<file path="src/rtl/multicycle_ctrl.sv">
// Multi-cycle control FSM for the 31-instruction MIPS core: sequences fetch, decode,
// execute, memory and writeback from the one-hot decoded instruction word.
module multicycle_ctrl #(
  parameter int unsigned ACK_TIMEOUT = 16,
  parameter int unsigned CNT_W       = 32
) (
  input  logic             clk,
  input  logic             rst,
  input  logic [31:0]      code,
  input  logic             zero,
  input  logic             ovf,
  input  logic             im_ack,
  input  logic             dm_ack,
  output logic             im_req,
  output logic             dm_req,
  output logic             dm_we,
  output logic             ir_we,
  output logic             pc_we,
  output logic [1:0]       pc_sel,
  output logic             rf_we,
  output logic [1:0]       rf_dst_sel,
  output logic [1:0]       rf_wd_sel,
  output logic [3:0]       alu_op,
  output logic             alu_b_sel,
  output logic             imm_zext,
  output logic             shamt_sel,
  output logic [2:0]       state_o,
  output logic             trap,
  output logic             bus_err,
  output logic [CNT_W-1:0] retired
);

  typedef enum logic [2:0] {
    StFetch  = 3'd0,
    StDecode = 3'd1,
    StExec   = 3'd2,
    StMem    = 3'd3,
    StWb     = 3'd4,
    StTrap   = 3'd5
  } state_e;

  localparam int unsigned OpAdd   = 0;
  localparam int unsigned OpAddu  = 1;
  localparam int unsigned OpSub   = 2;
  localparam int unsigned OpSubu  = 3;
  localparam int unsigned OpAnd   = 4;
  localparam int unsigned OpOr    = 5;
  localparam int unsigned OpXor   = 6;
  localparam int unsigned OpNor   = 7;
  localparam int unsigned OpSlt   = 8;
  localparam int unsigned OpSltu  = 9;
  localparam int unsigned OpSll   = 10;
  localparam int unsigned OpSrl   = 11;
  localparam int unsigned OpSra   = 12;
  localparam int unsigned OpSllv  = 13;
  localparam int unsigned OpSrlv  = 14;
  localparam int unsigned OpSrav  = 15;
  localparam int unsigned OpJr    = 16;
  localparam int unsigned OpAddi  = 17;
  localparam int unsigned OpAddiu = 18;
  localparam int unsigned OpAndi  = 19;
  localparam int unsigned OpOri   = 20;
  localparam int unsigned OpXori  = 21;
  localparam int unsigned OpLw    = 22;
  localparam int unsigned OpSw    = 23;
  localparam int unsigned OpBeq   = 24;
  localparam int unsigned OpBne   = 25;
  localparam int unsigned OpSlti  = 26;
  localparam int unsigned OpSltiu = 27;
  localparam int unsigned OpLui   = 28;
  localparam int unsigned OpJ     = 29;
  localparam int unsigned OpJal   = 30;

  // I-type instructions (incl. LW) write rt; SW additionally uses the immediate operand.
  localparam logic [31:0] ItypeMask = 32'h1C7E_0000;
  localparam logic [31:0] ImmBMask  = 32'h1CFE_0000;

  localparam logic [3:0] AluAdd  = 4'd0;
  localparam logic [3:0] AluSub  = 4'd1;
  localparam logic [3:0] AluAnd  = 4'd2;
  localparam logic [3:0] AluOr   = 4'd3;
  localparam logic [3:0] AluXor  = 4'd4;
  localparam logic [3:0] AluNor  = 4'd5;
  localparam logic [3:0] AluSlt  = 4'd6;
  localparam logic [3:0] AluSltu = 4'd7;
  localparam logic [3:0] AluSll  = 4'd8;
  localparam logic [3:0] AluSrl  = 4'd9;
  localparam logic [3:0] AluSra  = 4'd10;
  localparam logic [3:0] AluLui  = 4'd11;

  localparam logic [7:0] TmoLast = 8'(ACK_TIMEOUT - 1);

  state_e           state_q, state_d;
  logic [31:0]      code_q, code_d;
  logic [7:0]       tmo_q, tmo_d;
  logic [CNT_W-1:0] retired_q, retired_d;
  logic             trap_q, trap_d;
  logic             bus_err_q, bus_err_d;
  logic             retire;
  logic             code_valid;

  logic       alu_drive;
  logic [3:0] alu_op_c;
  logic       alu_b_c, zext_c, shamt_c, itype_c;
  logic       im_req_c, dm_req_c, dm_we_c, ir_we_c, pc_we_c, rf_we_c;
  logic [1:0] pc_sel_c, rf_dst_c, rf_wd_c;

  assign code_valid = ~code[31] && (code != 32'd0) && ((code & (code - 32'd1)) == 32'd0);

  always_comb begin
    alu_op_c = AluAdd;
    if (code_q[OpSub] | code_q[OpSubu] | code_q[OpBeq] | code_q[OpBne]) alu_op_c = AluSub;
    if (code_q[OpAnd] | code_q[OpAndi])                                 alu_op_c = AluAnd;
    if (code_q[OpOr]  | code_q[OpOri])                                  alu_op_c = AluOr;
    if (code_q[OpXor] | code_q[OpXori])                                 alu_op_c = AluXor;
    if (code_q[OpNor])                                                  alu_op_c = AluNor;
    if (code_q[OpSlt] | code_q[OpSlti])                                 alu_op_c = AluSlt;
    if (code_q[OpSltu] | code_q[OpSltiu])                               alu_op_c = AluSltu;
    if (code_q[OpSll] | code_q[OpSllv])                                 alu_op_c = AluSll;
    if (code_q[OpSrl] | code_q[OpSrlv])                                 alu_op_c = AluSrl;
    if (code_q[OpSra] | code_q[OpSrav])                                 alu_op_c = AluSra;
    if (code_q[OpLui])                                                  alu_op_c = AluLui;
    itype_c = |(code_q & ItypeMask);
    alu_b_c = |(code_q & ImmBMask);
    zext_c  = code_q[OpAndi] | code_q[OpOri] | code_q[OpXori];
    shamt_c = code_q[OpSll] | code_q[OpSrl] | code_q[OpSra];
  end

  always_comb begin
    state_d   = state_q;
    code_d    = code_q;
    tmo_d     = tmo_q;
    trap_d    = trap_q;
    bus_err_d = bus_err_q;
    retire    = 1'b0;
    alu_drive = 1'b0;
    im_req_c  = 1'b0;
    dm_req_c  = 1'b0;
    dm_we_c   = 1'b0;
    ir_we_c   = 1'b0;
    pc_we_c   = 1'b0;
    pc_sel_c  = 2'd0;
    rf_we_c   = 1'b0;
    rf_dst_c  = 2'd0;
    rf_wd_c   = 2'd0;
    unique case (state_q)
      StFetch: begin
        im_req_c = 1'b1;
        if (im_ack) begin
          ir_we_c = 1'b1;
          pc_we_c = 1'b1;
          state_d = StDecode;
        end else if (tmo_q == TmoLast) begin
          state_d   = StTrap;
          trap_d    = 1'b1;
          bus_err_d = 1'b1;
        end else begin
          tmo_d = tmo_q + 8'd1;
        end
      end
      StDecode: begin
        code_d = code;
        if (code_valid) begin
          state_d = StExec;
        end else begin
          state_d = StTrap;
          trap_d  = 1'b1;
        end
      end
      StExec: begin
        alu_drive = 1'b1;
        if (code_q[OpBeq] | code_q[OpBne]) begin
          if ((code_q[OpBeq] & zero) | (code_q[OpBne] & ~zero)) begin
            pc_we_c  = 1'b1;
            pc_sel_c = 2'd1;
          end
          state_d = StFetch;
          retire  = 1'b1;
        end else if (code_q[OpJ] | code_q[OpJr] | code_q[OpJal]) begin
          pc_we_c  = 1'b1;
          pc_sel_c = code_q[OpJr] ? 2'd3 : 2'd2;
          if (code_q[OpJal]) begin
            rf_we_c  = 1'b1;
            rf_dst_c = 2'd2;
            rf_wd_c  = 2'd2;
          end
          state_d = StFetch;
          retire  = 1'b1;
        end else if (code_q[OpLw] | code_q[OpSw]) begin
          state_d = StMem;
        end else if (ovf & (code_q[OpAdd] | code_q[OpSub] | code_q[OpAddi])) begin
          // Signed overflow suppresses writeback and does not count as retired.
          state_d = StFetch;
        end else begin
          state_d = StWb;
        end
      end
      StMem: begin
        alu_drive = 1'b1;
        dm_req_c  = 1'b1;
        dm_we_c   = code_q[OpSw];
        if (dm_ack) begin
          if (code_q[OpLw]) begin
            state_d = StWb;
          end else begin
            state_d = StFetch;
            retire  = 1'b1;
          end
        end else if (tmo_q == TmoLast) begin
          state_d   = StTrap;
          trap_d    = 1'b1;
          bus_err_d = 1'b1;
        end else begin
          tmo_d = tmo_q + 8'd1;
        end
      end
      StWb: begin
        alu_drive = 1'b1;
        rf_we_c   = 1'b1;
        rf_dst_c  = itype_c ? 2'd1 : 2'd0;
        rf_wd_c   = code_q[OpLw] ? 2'd1 : 2'd0;
        state_d   = StFetch;
        retire    = 1'b1;
      end
      StTrap: begin
        state_d = StTrap;
      end
      default: begin
        state_d = StTrap;
        trap_d  = 1'b1;
      end
    endcase
    if (state_d != state_q) tmo_d = 8'd0;
    retired_d = retired_q + {{(CNT_W-1){1'b0}}, retire};
  end

  always_ff @(posedge clk) begin
    if (rst) begin
      state_q   <= StFetch;
      code_q    <= 32'd0;
      tmo_q     <= 8'd0;
      retired_q <= '0;
      trap_q    <= 1'b0;
      bus_err_q <= 1'b0;
    end else begin
      state_q   <= state_d;
      code_q    <= code_d;
      tmo_q     <= tmo_d;
      retired_q <= retired_d;
      trap_q    <= trap_d;
      bus_err_q <= bus_err_d;
    end
  end

  // Every output is held low while reset is asserted.
  always_comb begin
    im_req     = ~rst & im_req_c;
    dm_req     = ~rst & dm_req_c;
    dm_we      = ~rst & dm_we_c;
    ir_we      = ~rst & ir_we_c;
    pc_we      = ~rst & pc_we_c;
    pc_sel     = rst ? 2'd0 : pc_sel_c;
    rf_we      = ~rst & rf_we_c;
    rf_dst_sel = rst ? 2'd0 : rf_dst_c;
    rf_wd_sel  = rst ? 2'd0 : rf_wd_c;
    alu_op     = (rst | ~alu_drive) ? 4'd0 : alu_op_c;
    alu_b_sel  = ~rst & alu_drive & alu_b_c;
    imm_zext   = ~rst & alu_drive & zext_c;
    shamt_sel  = ~rst & alu_drive & shamt_c;
    state_o    = rst ? 3'd0 : state_q;
    trap       = ~rst & trap_q;
    bus_err    = ~rst & bus_err_q;
    retired    = rst ? '0 : retired_q;
  end

endmodule

</file>
<file path="config.mk">
export PLATFORM = sky130hd
export DESIGN_NAME = multicycle_ctrl
export DESIGN_NICKNAME = d
export VERILOG_FILES = /design/src/rtl/multicycle_ctrl.sv
export SDC_FILE = /design/constraint.sdc
export NUM_CORES = 1
export LEC_CHECK = 0
export ABC_AREA = 1
export CORE_MARGIN = 3
export CORE_UTILIZATION = 47
export DETAILED_ROUTE_END_ITERATION = 10
export PLACE_DENSITY = 0.85
export SLEW_MARGIN = 10
export SYNTH_ARGS = -nofsm -noshare
export SYNTH_HDL_FRONTEND = slang
export SYNTH_SLANG_ARGS = --single-unit
</file>
<file path="constraint.sdc">
create_clock -name clk -period 2.6 [get_ports clk]
set_input_delay 0.26 -clock clk [delete_from_list [all_inputs] [get_ports clk]]
set_output_delay 0.26 -clock clk [all_outputs]
set_load 0.01 [all_outputs]
</file>
==> implementation parameters <==
Parameter                              Value

Status
  Result of the run    finished, violations left
  Violations in the final reports    negative setup slack

Clock tree
  Insertion delay to the later sink of the worst-skew pair    370 ps
  CTS max path bufs    2
  TritonCTS clock tree    done
  H-tree lvl count    3
  Reg clk slew, reported paths    90 ps
  Num Clock Sinks    75
  CTS Root Buffer Type    clkbuf_8
  Total CTS buffers    9
  Hold Buf Count CTS    0

Final layout
  NumNets Final    904
  Util after Layout    68.6%
  Share of final-layout standard cells stronger than drive strength 1    17.7%
  Final standard cell area without fillers    6430 µm²
  Commonest cells after routing, fill and taps aside    165 x nor2_1, 99 x nand2_1, 97 x inv_1
  Area taken by multi-input logic gates    2810 µm²
  Number of antenna repair diodes    0
  Most common library cell in the layout ignoring fill and taps    nor2_1
  Filler-free cell count of the finished design    997
  Synth-to-Final Area Change    40.4%
  Number of fill cells    779
  Footprint of the flip-flops and latches    1510 µm²

Detailed routing
  Vias per Instance    5.33
  Antenna-violating nets left    0
  DRC violation count after routing    0
  Violation count after the first detailed-route iteration    376
  Total wire length after detailed routing    14900 µm
  Routed length per instance    14.9 µm
  Initial DRT Pass Iterations    5
  Via count of the routed design    5312

Pwr
  Pwr/cell area    452 nW/µm²
  Sw power    997 µW
  Cell Int Power    1910 µW
  Leakage component of the power    0.00262 µW
  Combinational share of power    25.5%
  Clk pwr share    29.7%
  Peak ir drop on the vdd network    0.238 mV
  Flop pwr share    44.8%
  Proportion of total power due to net switching    34.3%

Synth
  Fraction of synthesis flops using an asynchronous set or reset pin    0%
  Commonest register cell after synthesis    dfxtp_1
  Count of flip-flops with a built-in enable after synthesis    0
  Synthesized netlist net count    759
  Syn Inst Count    718
  Synthesis warning total    0
  Synthesized cell area    4580 µm²
  Fraction of synthesized cell area taken by the top area cell type    32.8%
  Cell type with the highest aggregate area in the netlist    dfxtp_1
  Sequential fraction of the synthesis area    32.8%
  Number of different library cells in the post-synthesis netlist    49
  Mean area per synthesized cell    6.38 µm²
  Yosys reg bits    75
  Top cells by area in the synthesized netlist    dfxtp_1 33%, nor2_1 14%, nand2_1 8.7%, inv_1 8.1%, a21oi_1 5.9%

Placed design
  Number of buffers inserted by port buffering    93
  Placed Area    5950 µm²
  RD Place Congestion    0.929
  HPWL Detailed    10800 µm
  Placed instance count    966

Flow run
  Number of violations of the max-capacitance limit    0

STA
  Final hold violation count    0
  RSZ-0062 raised after global routing    yes
  Hold Slack    335 ps
  Number of failing setup endpoints in the final timing report    3
  Worst Max-Slew Pin Slew    522 ps
  Final setup skew    10.4 ps
  Peak clock frequency supported by timing    380 MHz
  Setup WS post-layout    -31.3 ps
  Max transition margin    64.9%
  Post-route fraction of the period consumed by the critical path    101%
  Shortest period the worst path allows    2630 ps
  Final Max Slew Viols    0

GRT
  Largest net degree at the start of global routing    48
  Wire length of the first global-routing pass    22600 µm
  Global-route congestion overflow total    0
  Global router's overall resource usage    24.9%
  Initial antenna violation count    0
  Vias in the first global route    4976

Critical path
  Critical-path top delay cell    dfxtp_2
  Critical path, cell by cell    inv_2 -> nand2_4 -> nor2_4 -> nand2_2 -> o221ai_4 -> ha_4 -> ha_4 -> nand3_4 -> nor2_4 -> nand4_1 -> nor4_2 -> and2_4 -> nand4_4 -> buf_4 -> o31ai_4 -> a21oi_1
  Worst reg-to-reg setup slack    -30 ps
  Data required time of the worst path    2860 ps
  Worst Path Arrival    2890 ps
  Cell family contributing the most delay on the critical path    simple AND/OR/NAND/NOR gates
  Delay of the slowest cell on the worst path    330 ps
  Nature of the critical path startpoint    flop
  CP bufs+invs    2
  Sort of element at the end of the critical path    flop
  Largest driver fanout on the critical path    3
  Critical path class    reg2reg

Floorplanning
  Chip Width    105 µm
  Number of placement rows    35
  Die height    105 µm
  Initial cell density of the core    48.9%
  I/O Pins    94
  Core area    9370 µm²
  Die area    11000 µm²

Worst hold path
  Type of the most critical hold path    in2reg
-- synthesized netlist by cell type (4+ instances only) --
library cell / number
o21a_1: 5
nand3_1: 23
nor2_2: 13
nand3_2: 5
a21oi_1: 54
nor2_1: 169
nand2_2: 4
dfxtp_1: 75
o21ai_1: 4
nor3_1: 18
nand2_1: 106
clkbuf_1: 14
a31oi_1: 7
o21ai_0: 49
xor2_1: 7
nor2_4: 7
nor4_1: 8
nand4_1: 6
inv_1: 99
-- power groups by stage --
stage / sequential, µW / combinational, µW / clock (µW)
2_1_floorplan: 1300 / 426 / 0
3_3_place_gp: 1310 / 686 / 0
3_5_place_dp: 1320 / 697 / 0
4_1_cts: 1300 / 711 / 858
5_1_grt: 1310 / 823 / 913
6_report: 1300 / 740 / 864
-- worst min-delay path, cell delays in order --
cell     delay [ps]
buf_2           120
buf_4           210
a21oi_1          60
-- cell families after synthesis --
kind of cell	count (synthesis)	synth area share, %
compound gates	134	16.2
xor+xnor	10	1.91
fa+ha+maj	3	0.820
buf+inv	122	10.1
flops	75	32.8
mux	1	0.219
simple gates	373	38.0
-- sequential cells by signal, indices dropped and copies added, names as in the netlist --
| register | cells |
|---|---|
| state_q | 3 |
| retired_q | 32 |
| tmo_q | 8 |
| bus_err_q | 1 |
| trap_q | 1 |
| code_q | 30 |
-- per-layer routing --
layer	vias to the layer above	part of all wire, %	GRT usage (%)
met5	-	0	0
met4	0	3.1	8.90
met1	2426	40	30.1
met2	241	50	45.2
li1	2605	-	-
met3	40	6.6	3.34
-- path summary, 6_finish.rpt --
path                    from             to  cells after the start
setup reg to reg  state_q[2]  retired_q[22]                     16
hold reg to reg   code_q[25]     code_q[25]                      2
hold / removal           rst     state_q[0]                      3
setup / recovery  state_q[2]  retired_q[22]                     16
-- area by class of cell --
type	instances	area share [%]
inverters	103	6.01
well taps	129	2.51
repair buffers	153	21.6
clock buffers	9	1.93
clock inverters	7	0.915
multi-input cells	521	43.7
flip-flops and latches	75	23.4
-- per-stage QoR --
step                      worst slack, ps  setup TNS, ps  power [µW]
after floorplan                      10.2              0        1730
final                               -31.3          -71.8        2910
after global placement               -220          -1520        2000
after CTS                            -116           -284        2860
after global routing                 -191          -1290        3050
after detailed placement             -313          -2050        2020
-- timing repair --
| action | 4_1_cts | 5_1_grt |
|---|---|---|
| pin swaps | 7 | 9 |
| gates resized for setup | 19 | 36 |
| buffers inserted | 5 | 11 |
| endpoints found under the setup margin | 9 | 21 |
Note: power is estimated with default switching activity, not from simulation.
